[config.mk]
export PLATFORM = sky130hd
export DESIGN_NAME = serial_magnitude_comparator
export DESIGN_NICKNAME = d
export VERILOG_FILES = /design/src/rtl/serial_magnitude_comparator.sv
export SDC_FILE = /design/constraint.sdc
export NUM_CORES = 1
export LEC_CHECK = 0
export ABC_AREA = 1
export CAP_MARGIN = 25
export CORE_MARGIN = 8
export CORE_UTILIZATION = 49
export DETAILED_ROUTE_END_ITERATION = 7
export PLACE_DENSITY_LB_ADDON = 0.1
export SYNTH_ARGS = -nofsm -noshare
export SYNTH_HDL_FRONTEND = slang
export SYNTH_SLANG_ARGS = --single-unit
[constraint.sdc]
create_clock -name clk -period 2.2 [get_ports clk]
set_input_delay 0.44 -clock clk [delete_from_list [all_inputs] [get_ports clk]]
set_output_delay 0.44 -clock clk [all_outputs]
set_load 0.01 [all_outputs]
[src/rtl/serial_magnitude_comparator.sv]
// Multi-cycle unsigned magnitude comparator: 3 bits per cycle, MSB chunk first, valid/ready on both sides.
// Optional SERIAL_CMP_EARLY_EXIT_EN finishes as soon as the first differing chunk is seen.
module serial_magnitude_comparator #(
  parameter int WIDTH = 12
) (
  input  logic             clk,
  input  logic             rst,
  input  logic             in_valid,
  output logic             in_ready,
  input  logic [WIDTH-1:0] a,
  input  logic [WIDTH-1:0] b,
  output logic             out_valid,
  input  logic             out_ready,
  output logic             lt,
  output logic             eq,
  output logic             gt,
  output logic             busy
);

  localparam int NCHUNK = (WIDTH + 2) / 3;
  localparam int EXT    = 3 * NCHUNK;
  localparam int CW     = (NCHUNK > 1) ? $clog2(NCHUNK) : 1;

  localparam logic [1:0] IDLE = 2'd0;
  localparam logic [1:0] RUN  = 2'd1;
  localparam logic [1:0] DONE = 2'd2;

  logic [1:0]     state_q, state_d;
  logic [CW-1:0]  cnt_q, cnt_d;
  logic [EXT-1:0] a_q, a_d, b_q, b_d;
  logic           lt_q, lt_d, eq_q, eq_d, gt_q, gt_d;
  logic           out_valid_q, out_valid_d;
  logic [2:0]     ca_s, cb_s;
  logic [2:0]     cmp_s;
  logic [2:0]     casc_s;
  logic           last_s;

  // Current chunk of each operand and its 3-bit lt/eq/gt compare.
  always_comb begin
    ca_s  = 3'(a_q >> (3 * cnt_q));
    cb_s  = 3'(b_q >> (3 * cnt_q));
    cmp_s = {ca_s < cb_s, ca_s == cb_s, ca_s > cb_s};
  end

  // Cascade: once a chunk differs, the decision is frozen.
  always_comb begin
    if (eq_q) begin
      casc_s = cmp_s;
    end else begin
      casc_s = {lt_q, eq_q, gt_q};
    end
`ifdef SERIAL_CMP_EARLY_EXIT_EN
    last_s = (cnt_q == '0) || !casc_s[1];
`else
    last_s = (cnt_q == '0);
`endif
  end

  // Next-state logic for the IDLE/RUN/DONE controller and datapath.
  always_comb begin
    state_d     = state_q;
    cnt_d       = cnt_q;
    a_d         = a_q;
    b_d         = b_q;
    lt_d        = lt_q;
    eq_d        = eq_q;
    gt_d        = gt_q;
    out_valid_d = out_valid_q;
    case (state_q)
      IDLE: begin
        if (in_valid) begin
          a_d     = EXT'(a);
          b_d     = EXT'(b);
          lt_d    = 1'b0;
          eq_d    = 1'b1;
          gt_d    = 1'b0;
          cnt_d   = CW'(NCHUNK - 1);
          state_d = RUN;
        end else begin
          state_d = IDLE;
        end
      end
      RUN: begin
        {lt_d, eq_d, gt_d} = casc_s;
        if (last_s) begin
          state_d     = DONE;
          out_valid_d = 1'b1;
        end else begin
          cnt_d = cnt_q - CW'(1);
        end
      end
      DONE: begin
        if (out_ready) begin
          state_d     = IDLE;
          out_valid_d = 1'b0;
        end else begin
          state_d = DONE;
        end
      end
      default: begin
        state_d     = IDLE;
        out_valid_d = 1'b0;
      end
    endcase
  end

  // State registers; reset discards any in-flight comparison.
  always_ff @(posedge clk or posedge rst) begin
    if (rst) begin
      state_q     <= IDLE;
      cnt_q       <= '0;
      a_q         <= '0;
      b_q         <= '0;
      lt_q        <= 1'b0;
      eq_q        <= 1'b0;
      gt_q        <= 1'b0;
      out_valid_q <= 1'b0;
    end else begin
      state_q     <= state_d;
      cnt_q       <= cnt_d;
      a_q         <= a_d;
      b_q         <= b_d;
      lt_q        <= lt_d;
      eq_q        <= eq_d;
      gt_q        <= gt_d;
      out_valid_q <= out_valid_d;
    end
  end

  assign in_ready  = (state_q == IDLE);
  assign busy      = (state_q != IDLE);
  assign out_valid = out_valid_q;
  assign lt        = lt_q;
  assign eq        = eq_q;
  assign gt        = gt_q;

endmodule

Word level (Yosys, flattened, before mapping)
Index checks and enable logic that the tools add are counted.

storage, ports and cells
  logic and storage cells = 48
  register bits = 32
  bits of input ports = 28

cells by class
  $add $sub $neg = 1
  reductions and logical operators = 9
  bitwise gates (word level) = 1
  multipliers = 1
  shifts and indexed selects = 2
  muxes and demuxes = 16
  magnitude comparators = 2
  equality and inequality tests = 8

operator list
  operator                                                             number
  12-bit by 4-bit >> shifter with 3-bit output                         2
  2-bit inequality test (second input constant)                        5
  3-bit AND reduction                                                  3
  2-bit 2-to-1 mux                                                     4
  1-bit one-hot mux with 2 select lines                                3
  2-bit one-hot mux with 3 select lines                                1
  1-bit 2-to-1 mux                                                     5
  2-bit zero test                                                      2
  2-bit by 2-bit multiplier with 4-bit output (first input constant)   1
  2-bit one-hot mux with 2 select lines                                1
  2-bit AND reduction                                                  2
  2-bit nonzero test                                                   2
  3-bit == test                                                        1
  3-bit greater-than comparator                                        1
  3-bit < comparator                                                   1
  3-bit 2-to-1 mux                                                     1
  1-bit one-hot mux with 3 select lines                                1
  2-bit by 1-bit == test with 1-bit output (second input constant)     1
  2-bit == test (second input constant)                                1
  2-bit by 1-bit subtractor with 2-bit output (second input constant)  1
  1-bit inverter                                                       1

Logic depth before layout (Yosys ltp)
  depth after elaboration = 5
  gate-level depth with buffers = 11
  depth with buffers taken out = 11

Worst setup path after synthesis
No wires, ideal clock.

  path type = register to register
  from = register cnt_q[0]
  to = register gt_q, in the netlist gt
  required time = 2.084 ns
  arrival = 1.471 ns
  clock period less this slack = 1.588 ns
  path buffers = 1
  stages on the path, launching flop included = 10
  path slack = 0.612 ns
  cells stage by stage = dfrtp_1 clkinv_1 buf_2 o21ai_0 nand2_1 ha_1 a21oi_1 nand2_1 nand2_1 nand2_1

between the ends
  word-level cells in the longest chain between the ends = 5

RTL lines
  item                                                             line    text
  start, declared                                                  29      logic [CW-1:0] cnt_q, cnt_d;
  start signal, assigned                                           120     cnt_q <= cnt_d;
  2-bit by 2-bit multiplier with 4-bit output *                    40, 41
  12-bit by 4-bit >> shifter with 3-bit output (on tied branches)  40, 41
  3-bit greater-than comparator *                                  42      cmp_s = {ca_s < cb_s, ca_s == cb_s, ca_s > cb_s};
  3-bit 2-to-1 mux *                                               47      if (eq_q) begin
  1-bit one-hot mux with 2 select lines *                          69      case (state_q)
  end signal, assigned                                             125     gt_q <= gt_d;
  end, declared                                                    31      logic lt_q, lt_d, eq_q, eq_d, gt_q, gt_d;

Mark *: on every way between the ends. The rest lies on a longest branch, timed or not. The select of a mux whose other input is x is not followed.
A chain may end at the register's enable or synchronous reset.

Final worst setup path
Same ends and word-level chain as after synthesis.

==> impl_metrics.toml <==
[synthesis]
yosysUniqueCellTypes = 21
postSynth.asyncResetShare_pct = 100.0
synthCells = 194
synth_top_area_cell = "dfrtp_1"
synth-seq-area-share_pct = 52.24
synth.top_cells.by_area = "dfrtp_1 52%, nand2_1 24%, nand3_1 3.6%"
synth_flop_cell = "dfrtp_1"
syn-num-nets = 226
ys_ff_latch = 32
syn_area_um2 = 1533
synth_edf_count = 0
synth.top_cells.by_count = "97 x nand2_1, 32 x dfrtp_1, 11 x inv_1, 11 x nand3_1, 11 x o21ai_0"
yosys_warnings = 0
synth_area_per_cell_um2 = 7.901
synth.most_common_cell = "nand2_1"
synth_top_cell_area_share_pct = 52.24

[critical_path]
r2r_cells = 11
cp.arrival_ps = 2240
cp-end-kind = "flop"
rrSetupSlack_ps = 240
worstReg2RegEnd = "gt$_DFFE_PP0P_"
cp-start-kind = "flop"
r2r_start = "cnt_q[0]$_DFFE_PP0P_"
cp_max_fo = 13
crit_type = "reg2reg"
worstPathRequired_ps = 2480

[floorplanning]
rows = 20
start_util_pct = 51.04
dieWidth_um = 71.93
die_h_um = 71.93
io_pins = 34
die-area_um2 = 5174
core_area_um2 = 3003

[run_status]
status = "finished clean"

[cts]
clock_latency_ps = 340
post_cts_buffers = 0
htreeDepth = 2
cts_tree = "done"
cts.sinks = 32
cts.clk_slew.worst_paths_ps = 90
hold_buffers = 0
clk_path_buf_depth = 2
clockRootBuffer = "clkbuf_4"
numCtsBuffers = 5
cts_resized = 0

[cells_and_area]
seq_area_um2 = 800.8
multiInputGateArea_um2 = 633.1
fill_cells = 294
drive_gt1_share_pct = 6.061
synthToLayoutAreaGrowth_pct = 26.53
final_cells = 264
insertedDiodeCount = 0
finish.instance_area_um2 = 1939
nets = 262
final_util_pct = 64.58

[sta]
fmax_ghz = 0.5102
whs_ps = 481.1
fin_crit_ps = 1960
final-hold-violation-count = 0
tightestPinTransition_ps = 425.0
worst_slack_ps = 240.0
slew_headroom_pct = 71.62
skew_ps = 5.602
finalMaxSlewViolations = 0
rsz0062_at_grt = "no"
setup_viol = 0
period_share_pct = 89.09
timing.setup.tns_ps = 0

[grt]
met1_usage_pct = 17.60
met2_usage_pct = 26.52
antenna_found_initial = 0
grt-ovfl-total = 0
grt_start_max_net_pins = 33
grt_pass1_vias = 1430
use_met3_pct = 3.994
grt_usage_pct = 15.52
top_usage_layer = "met2"
grt_pass1_wl_um = 6348

[detailed_routing]
drc_errors = 0
routedWlPerCell_um = 13.24
drt-pass1-iter-count = 4
antenna_left = 0
drtIter0Drc = 70
dr_total_vias = 1341
vias_per_cell = 5.080
wl_um = 3496

[power_and_ir_drop]
powerDensity_nw_per_um2 = 1421
p_leak_nw = 0.9972
total_power_mw = 2.755
ir_drop_mv = 0.7308

[placed_design]
placed_area_um2 = 1881
numPortBuffers = 33
place_inst = 256
dp_hpwl_um = 2648
place.gp.congestion = 0.8488
place_ws_ps = 267.4

[worst_hold_path]
worst_hold_path_type = "in2async"

[flow_run]
cap_viol_max_count = 0
final cells by class:
class | instances | share of cell area, %
sequential | 32 | 41.29
inverter | 14 | 2.710
multi-input combinational | 141 | 32.65
clock buffer | 8 | 3.032
tap | 33 | 2.129
timing repair buffer | 36 | 18.19
worst max-delay path: stages (launching register included):
cell	delay, ps
dfrtp_1	540
clkinv_1	210
buf_4	220
a21oi_1	130
o21ai_0	90
nand2_1	80
ha_1	240
nand3_1	90
nand2_1	70
nor2_1	100
nand2_1	60
nand2_1	70
kinds of logic (layout without fill, tap and decap cells):
kind of cell	count (synthesis)	after routing	share of synthesized area (%)
AOI/OAI and AO/OA	19	19	6.694
adders and majority gates	4	4	3.265
buffers and inverters	21	58	6.449
DFF	32	32	52.25
and+or+nand+nor	118	118	31.35
worst max path at each step:
stage,from,end,slack [ps],cells after the start
final,cnt_q[0]$_DFFE_PP0P_,gt$_DFFE_PP0P_,240,11
after global routing,cnt_q[0]$_DFFE_PP0P_,gt$_DFFE_PP0P_,60,11
after CTS,cnt_q[0]$_DFFE_PP0P_,gt$_DFFE_PP0P_,250,11
after detailed placement,cnt_q[0]$_DFFE_PP0P_,gt$_DFFE_PP0P_,270,11
after global placement,cnt_q[0]$_DFFE_PP0P_,eq$_DFFE_PP0P_,420,10
after floorplan,cnt_q[0]$_DFFE_PP0P_,gt$_DFFE_PP0P_,610,9
state kept, by name (all words and copies together) (netlist names):
| signal | count |
|---|---|
| a_q | 12 |
| out_valid | 1 |
| b_q | 12 |
| eq | 1 |
| state_q | 2 |
| lt | 1 |
| gt | 1 |
| cnt_q | 2 |
metal layers:
layer | share of wire (%) | vias to the layer above | wire length (µm)
met3 | 3.8 | 10 | 134
met4 | 2.5 | 0 | 87
met1 | 44 | 628 | 1536
met2 | 50 | 28 | 1737
met5 | 0 | - | 0
li1 | - | 675 | -
power by group:
group          internal (mW)  total [mW]  switching (mW)
clock network          0.157       0.349           0.192
registers              0.869        1.08           0.208
logic                  0.555        1.33           0.773
layout by cell type, fill, tap and decap left out:
cell / synthesis / routed
o211ai_1: 1 / 1
o21ai_0: 11 / 11
inv_2: 1 / 1
inv_1: 11 / 11
nand2_1: 97 / 97
o21a_1: 1 / 1
ha_1: 4 / 4
clkdlybuf4s50_1: 0 / 33
clkinv_1: 2 / 2
nand2_4: 1 / 1
clkbuf_1: 1 / 2
a21oi_1: 5 / 5
o31ai_1: 1 / 1
nand3_1: 11 / 11
buf_4: 0 / 3
nor2_2: 1 / 1
clkbuf_4: 0 / 5
dfrtp_1: 32 / 32
nor2_4: 1 / 1
clkbuf_8: 0 / 1
nor2_1: 5 / 5
nand3b_1: 1 / 1
nand2_2: 1 / 1
Power figures use the tool's default switching activity.
